===== src/rtl/id_redirect_ctrl_pkg.sv =====
// Shared decode constants, FSM state and history-entry type for the ID-stage
// redirect/hazard controller.
package id_redirect_ctrl_pkg;

    localparam logic [5:0] OP_RTYPE = 6'h00;
    localparam logic [5:0] FN_JR    = 6'h08;
    localparam logic [5:0] OP_J     = 6'h02;
    localparam logic [5:0] OP_JAL   = 6'h03;
    localparam logic [5:0] OP_BEQ   = 6'h04;
    localparam logic [5:0] OP_BNE   = 6'h05;
    localparam logic [5:0] OP_LW    = 6'h23;
    localparam logic [5:0] OP_SW    = 6'h2B;

    typedef enum logic {
        RUN   = 1'b0,
        FLUSH = 1'b1
    } state_t;

    typedef struct packed {
        logic [4:0] dst;
        logic       is_load;
    } hist_t;

    localparam hist_t HIST_NULL = '{dst: 5'd0, is_load: 1'b0};

    // A source hits an entry only if it is really read and the entry really writes.
    function automatic logic src_hit(logic [4:0] src, logic used, hist_t h);
        return used && (h.dst != 5'd0) && (src == h.dst);
    endfunction

endpackage


===== src/rtl/id_redirect_ctrl_if.sv =====
// IF/ID-side bundle: the decoded word and operands in, fetch redirect/stall controls out.
interface id_redirect_ctrl_if;

    logic [31:0] IFIDPC;
    logic [31:0] IFIDInst;
    logic [31:0] RsData;
    logic [31:0] RtData;
    logic        PCsel;
    logic [31:0] JumporBranch;
    logic        CNTEN;
    logic        IDEXBubble;

    modport master (
        output IFIDPC, IFIDInst, RsData, RtData,
        input  PCsel, JumporBranch, CNTEN, IDEXBubble
    );

    modport slave (
        input  IFIDPC, IFIDInst, RsData, RtData,
        output PCsel, JumporBranch, CNTEN, IDEXBubble
    );

endinterface


===== src/rtl/id_redirect_ctrl_hazard_hist.sv =====
// Two-deep destination history of issued instructions and the resulting
// load-use / branch-operand stall request for the word currently in ID.
module id_hazard_hist
    import id_redirect_ctrl_pkg::*;
(
    input  logic       CLK,
    input  logic       RSTB,
    input  hist_t      cur_wr,
    input  logic       bubble,
    input  logic [4:0] rs,
    input  logic [4:0] rt,
    input  logic       rs_used,
    input  logic       rt_used,
    input  logic       is_ctrl,
    output logic       stall
);

    hist_t h1_reg;
    hist_t h2_reg;
    logic  hit1;
    logic  hit2;

    always_ff @(posedge CLK) begin
        if (!RSTB) begin
            h1_reg <= HIST_NULL;
            h2_reg <= HIST_NULL;
        end else begin
            h2_reg <= h1_reg;
            h1_reg <= bubble ? HIST_NULL : cur_wr;
        end
    end

    always_comb begin
        hit1 = src_hit(rs, rs_used, h1_reg) || src_hit(rt, rt_used, h1_reg);
        hit2 = src_hit(rs, rs_used, h2_reg) || src_hit(rt, rt_used, h2_reg);
        // Branches resolve in ID, so they must wait for any writer one ahead
        // and for a load two ahead; ordinary ops only wait on a load one ahead.
        if (is_ctrl)
            stall = hit1 || (hit2 && h2_reg.is_load);
        else
            stall = hit1 && h1_reg.is_load;
    end

endmodule


===== src/rtl/id_redirect_ctrl.sv =====
// ID-stage control: resolves BEQ/BNE/J/JAL/JR, stalls on hazards and squashes
// the mis-paired IF/ID word that follows every redirect.
module id_redirect_ctrl
    import id_redirect_ctrl_pkg::*;
(
    input  logic                 CLK,
    input  logic                 RSTB,
    id_redirect_ctrl_if.slave    bus
);

    state_t      state_reg;
    logic [5:0]  opcode;
    logic [5:0]  funct;
    logic [4:0]  rs;
    logic [4:0]  rt;
    logic [4:0]  rd;
    logic        rs_used;
    logic        rt_used;
    logic        is_br;
    logic        is_jump;
    logic        is_jr;
    logic        is_ctrl;
    hist_t       cur_wr;
    logic        taken;
    logic        stall_raw;
    logic [31:0] br_target;
    logic [31:0] j_target;
    logic [31:0] target;
    logic        pcsel_next;
    logic [31:0] jb_next;
    logic        cnten_next;
    logic        bubble_next;

    assign opcode = bus.IFIDInst[31:26];
    assign funct  = bus.IFIDInst[5:0];
    assign rs     = bus.IFIDInst[25:21];
    assign rt     = bus.IFIDInst[20:16];
    assign rd     = bus.IFIDInst[15:11];

    always_comb begin
        rs_used = 1'b0;
        rt_used = 1'b0;
        is_br   = 1'b0;
        is_jump = 1'b0;
        is_jr   = 1'b0;
        cur_wr  = HIST_NULL;
        case (opcode)
            OP_RTYPE: begin
                rs_used = 1'b1;
                if (funct == FN_JR) begin
                    is_jr = 1'b1;
                end else begin
                    rt_used    = 1'b1;
                    cur_wr.dst = rd;
                end
            end
            OP_J:   is_jump = 1'b1;
            OP_JAL: begin
                is_jump    = 1'b1;
                cur_wr.dst = 5'd31;
            end
            OP_BEQ, OP_BNE: begin
                rs_used = 1'b1;
                rt_used = 1'b1;
                is_br   = 1'b1;
            end
            OP_LW: begin
                rs_used        = 1'b1;
                cur_wr.dst     = rt;
                cur_wr.is_load = 1'b1;
            end
            OP_SW: begin
                rs_used = 1'b1;
                rt_used = 1'b1;
            end
            default: begin
                // 0x08..0x0F immediate ALU ops
                if (opcode[5:3] == 3'b001) begin
                    rs_used    = 1'b1;
                    cur_wr.dst = rt;
                end
            end
        endcase
    end

    assign is_ctrl   = is_br || is_jr;
    assign br_target = bus.IFIDPC + {{14{bus.IFIDInst[15]}}, bus.IFIDInst[15:0], 2'b00};
    assign j_target  = {bus.IFIDPC[31:28], bus.IFIDInst[25:0], 2'b00};
    assign target    = is_br ? br_target : (is_jr ? bus.RsData : j_target);
    assign taken     = is_jump || is_jr ||
                       (is_br && ((opcode == OP_BEQ) == (bus.RsData == bus.RtData)));

    id_hazard_hist u_hist (
        .CLK     (CLK),
        .RSTB    (RSTB),
        .cur_wr  (cur_wr),
        .bubble  (bubble_next),
        .rs      (rs),
        .rt      (rt),
        .rs_used (rs_used),
        .rt_used (rt_used),
        .is_ctrl (is_ctrl),
        .stall   (stall_raw)
    );

    // Reset and FLUSH both present a squash; only RUN evaluates hazards/redirects.
    always_comb begin
        pcsel_next  = 1'b0;
        jb_next     = 32'd0;
        cnten_next  = 1'b1;
        bubble_next = 1'b1;
        if (RSTB && (state_reg == RUN)) begin
            if (stall_raw) begin
                cnten_next = 1'b0;
            end else begin
                bubble_next = 1'b0;
                if (taken) begin
                    pcsel_next = 1'b1;
                    jb_next    = target;
                end
            end
        end
    end

    always_ff @(posedge CLK) begin
        if (!RSTB) begin
            state_reg <= FLUSH;
        end else begin
            case (state_reg)
                RUN:     if (!stall_raw && taken) state_reg <= FLUSH;
                FLUSH:   state_reg <= RUN;
                default: state_reg <= FLUSH;
            endcase
        end
    end

    assign bus.PCsel        = pcsel_next;
    assign bus.JumporBranch = jb_next;
    assign bus.CNTEN        = cnten_next;
    assign bus.IDEXBubble   = bubble_next;

endmodule


===== src/flat_wrapper.sv =====
// flat-port wrapper written by rule: the top's interface ports become plain ports
module id_redirect_ctrl_flat import id_redirect_ctrl_pkg::*;
  (CLK, RSTB, bus_IFIDPC, bus_IFIDInst, bus_RsData, bus_RtData, bus_PCsel, bus_JumporBranch, bus_CNTEN, bus_IDEXBubble);
  id_redirect_ctrl_if bus_i ();
  input  logic CLK;
  input  logic RSTB;
  input wire logic [$bits(bus_i.IFIDPC)-1:0] bus_IFIDPC;
  input wire logic [$bits(bus_i.IFIDInst)-1:0] bus_IFIDInst;
  input wire logic [$bits(bus_i.RsData)-1:0] bus_RsData;
  input wire logic [$bits(bus_i.RtData)-1:0] bus_RtData;
  output wire logic [$bits(bus_i.PCsel)-1:0] bus_PCsel;
  output wire logic [$bits(bus_i.JumporBranch)-1:0] bus_JumporBranch;
  output wire logic [$bits(bus_i.CNTEN)-1:0] bus_CNTEN;
  output wire logic [$bits(bus_i.IDEXBubble)-1:0] bus_IDEXBubble;
  assign bus_i.IFIDPC = bus_IFIDPC;
  assign bus_i.IFIDInst = bus_IFIDInst;
  assign bus_i.RsData = bus_RsData;
  assign bus_i.RtData = bus_RtData;
  assign bus_PCsel = bus_i.PCsel;
  assign bus_JumporBranch = bus_i.JumporBranch;
  assign bus_CNTEN = bus_i.CNTEN;
  assign bus_IDEXBubble = bus_i.IDEXBubble;
  id_redirect_ctrl u_core (.CLK(CLK), .RSTB(RSTB), .bus(bus_i));
endmodule

===== config.mk =====
export PLATFORM = sky130hd
export DESIGN_NAME = id_redirect_ctrl_flat
export DESIGN_NICKNAME = d
export VERILOG_FILES = /design/src/rtl/id_redirect_ctrl_pkg.sv /design/src/rtl/id_redirect_ctrl_if.sv /design/src/rtl/id_redirect_ctrl_hazard_hist.sv /design/src/rtl/id_redirect_ctrl.sv /design/src/flat_wrapper.sv
export SDC_FILE = /design/constraint.sdc
export NUM_CORES = 1
export LEC_CHECK = 0
export CORE_MARGIN = 2
export CORE_UTILIZATION = 35
export CTS_CLUSTER_DIAMETER = 150
export DETAILED_ROUTE_END_ITERATION = 10
export GPL_ROUTABILITY_DRIVEN = 1
export HOLD_SLACK_MARGIN = 0.15
export PLACE_DENSITY = 0.81
export SLEW_MARGIN = 15
export SYNTH_ARGS = -nofsm -noshare
export SYNTH_HDL_FRONTEND = slang
export SYNTH_SLANG_ARGS = --single-unit

===== constraint.sdc =====
create_clock -name CLK -period 4.06 [get_ports CLK]
set_input_delay 0.609 -clock CLK [delete_from_list [all_inputs] [get_ports CLK]]
set_output_delay 0.609 -clock CLK [all_outputs]
set_load 0.05 [all_outputs]

* After elaboration in Yosys (flattened, before gate mapping)
Cells that the tools add are included.
** Cells by class
- Add/sub/neg operators :: 1
- Equal/unequal tests :: 14
- Multiplexer cells :: 27
- Bitwise operators :: 2
- Reductions and logical operators :: 29
** Operators by type and width (number)
- $mux W32 :: 5
- $add A32 B32 Y32 :: 1
- $eq A32 B32 Y1 :: 1
- $eq A5 B5 Y1 :: 4
- $pmux W5 S4 :: 1
- $mux W1 :: 16
- $logic_and A1 B1 Y1 :: 13
- $eq A6 B2 Y1 const B :: 2
- $eq A6 B3 Y1 const B :: 2
- $eq A6 B6 Y1 const B :: 2
- $mux W5 :: 2
- $reduce_bool A5 Y1 :: 2
- $eq A6 B4 Y1 const B :: 1
- $logic_not A6 Y1 :: 1
- $logic_or A1 B1 Y1 :: 6
- $pmux W1 S2 :: 3
- $reduce_or A2 Y1 :: 3
- $reduce_or A5 Y1 :: 1
- $reduce_or A4 Y1 :: 1
- $eq A3 B1 Y1 const B :: 1
- $reduce_or A3 Y1 :: 1
- $not A1 Y1 :: 2
- $eq A1 B1 Y1 :: 1
- $logic_not A1 Y1 :: 1
** Word-level totals
- Flip-flop bits (word level) :: 13
- Bits of input ports :: 130

* Logic depth before layout (Yosys ltp)
- Depth after elaboration :: 13
- Mapped depth :: 11
- Mapped depth without buffers :: 11

* Hierarchy
A second synthesis with hierarchy kept.
** Unflattened totals
- Cell total of the unflattened synthesis :: 488
- Area, all modules :: 3427.0 um2
** By module, submodules not included
- id_redirect_ctrl :: instances 1, cells each 430, area an instance 2831.5 um2
- id_hazard_hist :: instances 1, cells each 58, area an instance 595.6 um2

* Least setup slack after synthesis
No wires, ideal clock.
- Path kind :: in2out
- From :: input bus_IFIDInst[0]
- To :: output bus_JumporBranch[24]
- Arrival :: 3473 ps
- Data required time :: 3451 ps
- Setup slack :: -22 ps
- Stages :: 10
- Path through :: ha_1 > inv_1 > fa_1 > nor2b_1 > o2111ai_1 > a21oi_1 > o21ai_0 > o311ai_2 > a41oi_2 > a2111oi_2
** Between the ends
- Longest elaborated chain between the ends :: 11
** RTL lines
- start, declared :: RTL line flat_wrapper.sv:8 : input wire logic [$bits(bus_i.IFIDInst)-1:0] bus_IFIDInst;
- parallel branches: the longest is 9 deep, another holds $add A32 B32 Y32
- $mux W32 (*) :: RTL line id_redirect_ctrl.sv:113 : if (stall_raw) begin
- $mux W32 (*) :: RTL line id_redirect_ctrl.sv:112 : if (RSTB && (state_reg == RUN)) begin
- end, declared :: RTL line flat_wrapper.sv:12 : output wire logic [$bits(bus_i.JumporBranch)-1:0] bus_JumporBranch;
Mark *: on every way between the ends.

* Worst setup path after layout
- From :: input bus_IFIDInst[3]
- To :: output bus_JumporBranch[17]
The elaborated chain is that of the path after synthesis.

==> results_tabular.tex <==
\begin{tabular}{lr}
\hline
Metric & Value \\
\hline
\multicolumn{2}{l}{\textbf{STA}} \\
\quad Worst-margin pin slew & 0.854 ns \\
\quad Worst hold margin & 0.469 ns \\
\quad Relative slew slack & 42.5\% \\
\quad Worst clock skew & 0.00176 ns \\
\quad Max-slew violation total from the final report & 0 \\
\quad Crit share post-route & 98.2\% \\
\quad Min setup slack post-route & 0.0744 ns \\
\quad Setup TNS after final layout & 0 ns \\
\quad Post-layout min period & 3.99 ns \\
\quad Finish-stage setup viols & 0 \\
\quad Final number of hold-violating endpoints & 0 \\
\quad Max frequency & 251 MHz \\
\multicolumn{2}{l}{\textbf{Global routing}} \\
\quad Via count of the first global-routing pass & 4,998 \\
\quad Gr ovfl total & 0 \\
\quad Antenna violations before repair & 0 \\
\quad Largest net degree at the start of global routing & 32 \\
\quad First-pass GRT wire length & 24.7 mm \\
\quad Overall Global Routing Usage & 27.2\% \\
\multicolumn{2}{l}{\textbf{Cells and area}} \\
\quad Post-Layout Inst Area & 6730 µm² \\
\quad Fraction of final layout cells sized beyond drive strength 1 & 28.6\% \\
\quad Util after Layout & 65.7\% \\
\quad Antenna fix cells & 0 \\
\quad Final nets & 878 \\
\quad Layout overhead on the synthesized area & 83.6\% \\
\multicolumn{2}{l}{\textbf{Routing}} \\
\quad \# DRC & 0 \\
\quad Remaining number of nets flagged by the antenna check after routing & 0 \\
\quad Wire length reported by the detailed router & 16.4 mm \\
\quad First-pass iteration count of the detailed router & 5 \\
\quad Iter 0 DRT Violations & 380 \\
\quad Drt via density & 5.74 \\
\quad WL/cell & 19.2 µm \\
\quad Vias & 4,898 \\
\multicolumn{2}{l}{\textbf{Power and ir drop}} \\
\quad Power density of the placed cells & 134 nW/µm² \\
\quad Peak supply drop & 0.0756 mV \\
\quad Leakage power figure & 2.83 nW \\
\multicolumn{2}{l}{\textbf{Place}} \\
\quad Number of input and output port buffers inserted & 164 \\
\quad Sum of net half-perimeters after detailed placement & 12.9 mm \\
\quad Worst slack at placement & -0.254 ns \\
\quad Placer congestion estimate & 0.942 \\
\quad Instance area after placement & 6250 µm² \\
\multicolumn{2}{l}{\textbf{Yosys}} \\
\quad Total of flip-flops plus latches after synthesis & 13 \\
\quad Synth async-reset ratio & 0\% \\
\quad Post-synthesis instance area & 3660 µm² \\
\quad Number of enable-type register cells in the synthesized netlist & 0 \\
\quad Post-synthesis area per instance & 7.57 µm² \\
\quad Most frequently used flop master after synthesis & dfxtp\_1 \\
\quad Register area share after synthesis & 7.10\% \\
\quad Mapped Cells & 484 \\
\quad Cell variety after synth & 66 \\
\quad Synthesis warning total & 0 \\
\quad Mapped Nets & 644 \\
\multicolumn{2}{l}{\textbf{Worst setup path}} \\
\quad Slowest stage delay, CP & 0.45 ns \\
\quad Reg-to-reg critical path startpoint & u\_core.u\_hist.h2\_reg[2]\$\_SDFF\_PN0\_ \\
\quad Arrival time of the worst setup path & 3.38 ns \\
\quad Critical path capture point type & output port \\
\quad Crit path max-delay cell type & clkdlybuf4s50\_1 \\
\quad Data required time of the critical path & 3.45 ns \\
\quad Register-to-register path setup slack & 1.93 ns \\
\quad Worst-path cell chain & clkdlybuf4s50\_1, ha\_1, o21a\_1, a21oi\_2, buf\_4, a211oi\_2, or3\_1, a31o\_2, xor2\_1, nor2\_1, a311oi\_2, clkbuf\_16 \\
\quad Largest driver fanout on the critical path & 2 \\
\quad Critical setup path kind & primary input to output port \\
\quad Capture instance of the worst register-to-register path & u\_core.state\_reg\$\_SDFF\_PN1\_ \\
\quad Kind of launch point of the worst setup path & primary input \\
\quad Worst Reg-to-Reg Cells & 9 \\
\multicolumn{2}{l}{\textbf{Die}} \\
\quad Number of placement rows & 37 \\
\quad Die W & 106 µm \\
\quad Number of I/O pins & 165 \\
\quad Core region area & 10,200 µm² \\
\quad Die footprint & 11,300 µm² \\
\quad Initial core utilization & 35.8\% \\
\quad Chip height & 106 µm \\
\multicolumn{2}{l}{\textbf{Hold path}} \\
\quad End of the worst hold path & u\_core.u\_hist.h2\_reg[0]\$\_SDFF\_PN0\_ \\
\quad Worst Hold Class & flop to flop \\
\quad Launch point of the worst hold path & u\_core.u\_hist.h1\_reg[0]\$\_SDFF\_PP0\_ \\
\quad Worst hold path depth & 1 \\
\multicolumn{2}{l}{\textbf{Clocking}} \\
\quad Htree depth & 1 \\
\quad Clock tree from TritonCTS & built \\
\quad CTS Sinks & 13 \\
\quad Clock edge transition at the registers on the reported setup and hold paths & 0.06 ns \\
\quad Cell at the root of the clock tree & clkbuf\_8 \\
\quad Clock latency on the worst-skew pair & 0.24 ns \\
\quad CTS buffer count & 3 \\
\quad Buffer levels on the longest clock path & 2 \\
\multicolumn{2}{l}{\textbf{Outcome}} \\
\quad Status & finished, final reports clean \\
\multicolumn{2}{l}{\textbf{Job}} \\
\quad Max cap viols & 0 \\
\hline
\end{tabular}
[stage by stage]
step           cells  power, W
4_1_cts          843  0.000856
6_report         853  0.000904
2_1_floorplan    484  0.000413
5_1_grt          853  0.000949
3_3_place_gp     835  0.000704
3_5_place_dp     835  0.000718
[worst max-delay path by stage]
stage,start,to,cells past startpoint
2_1_floorplan,bus_IFIDInst[0],bus_JumporBranch[20],10
3_3_place_gp,bus_IFIDInst[0],bus_JumporBranch[24],13
3_5_place_dp,bus_IFIDInst[0],bus_JumporBranch[24],13
4_1_cts,bus_IFIDInst[4],bus_JumporBranch[26],14
5_1_grt,bus_IFIDInst[1],bus_JumporBranch[28],12
6_report,bus_IFIDInst[3],bus_JumporBranch[17],12
[repair_timing]
item                                    4_1_cts  5_1_grt
hold buffers                                  0        0
endpoints found under the setup margin       13       19
pin swaps                                    17       35
buffers inserted                              4        8
gates cloned                                  0        2
gates resized for setup                      22       43
[critical path, delay by kind of cell]
kind                     cells  cell delay (ns)
AO/OA/AOI/OAI                5             1.04
buffers and inverters        3             0.84
AND/OR/NAND/NOR              2             0.42
adder cells (fa/ha/maj)      1             0.32
XOR/XNOR                     1             0.16
[area by class of cell]
| cell class | instances | area (µm²) |
|---|---|---|
| Clock buffer | 4 | 45.0 |
| Fill cell | 788 | 3500 |
| Inverter | 10 | 37.5 |
| Multi-Input combinational cell | 439 | 3510 |
| Sequential cell | 13 | 260 |
| Tap cell | 136 | 170 |
| Timing Repair Buffer | 251 | 2700 |
[per-layer routing]
layer  share of wire (%)  global-route usage [%]
met1                  38                    30.8
met2                  51                    50.2
met3                 7.4                    4.05
met4                 3.9                    11.5
met5                   0                       0
[placed cells by master, fill, tap and decap left out, drive strengths merged, types with 14 or more instances in the layout]
master / count
a21o: 19
xnor2: 14
ha: 29
a21oi: 39
a211oi: 19
xor2: 58
nand2: 65
buf: 118
clkdlybuf4s50: 116
nor2: 40
[cell usage after synthesis (2+ instances only)]
cell type,count,area [µm²]
inv_1,10,37.5
a21o_1,19,143
or3b_1,2,17.5
nand4_1,5,31.3
nand3b_1,3,22.5
o211ai_1,5,37.5
clkbuf_1,12,45.0
nor3_1,8,40.0
ha_1,29,363
o2111ai_1,2,17.5
o221ai_1,4,35.0
o21ai_0,8,40.0
nand2b_1,4,25.0
a31oi_1,6,37.5
mux2i_1,6,60.1
a211oi_1,11,82.6
xnor2_1,14,123
or4_1,3,22.5
nor3_2,3,30.0
a311oi_2,11,165
dfxtp_1,13,260
or2_2,3,18.8
nor2b_1,2,12.5
nand3_1,7,35.0
a2111oi_4,2,55.1
a2111oi_2,3,45.0
a211o_1,3,26.3
and2_1,8,50.1
and3_1,9,56.3
a41oi_1,2,17.5
nor2_1,40,150
a221oi_1,5,43.8
a22oi_1,3,22.5
a211oi_2,8,100
buf_2,4,20.0
buf_6,5,56.3
a21oi_1,38,190
nor4_1,10,62.6
xor2_1,58,508
or3_1,5,31.3
o21bai_1,3,22.5
nand2_1,64,240
[kinds of logic after synthesis]
group                    Yosys count  share of synthesized area [%]
AND/OR/NAND/NOR                  185                           25.8
AO/OA/AOI/OAI                    145                           33.1
XOR/XNOR                          72                           17.2
buffers and inverters             32                           4.44
adder cells (fa/ha/maj)           30                           10.5
flip-flops                        13                           7.10
multiplexers                       7                           1.95
[report_power, final]
| part | switching (W) | internal (W) |
|---|---|---|
| registers | 0.00000219 | 0.000130 |
| clock network | 0.0000489 | 0.0000694 |
| logic | 0.000315 | 0.000339 |
(Power assumes the default switching activity.)
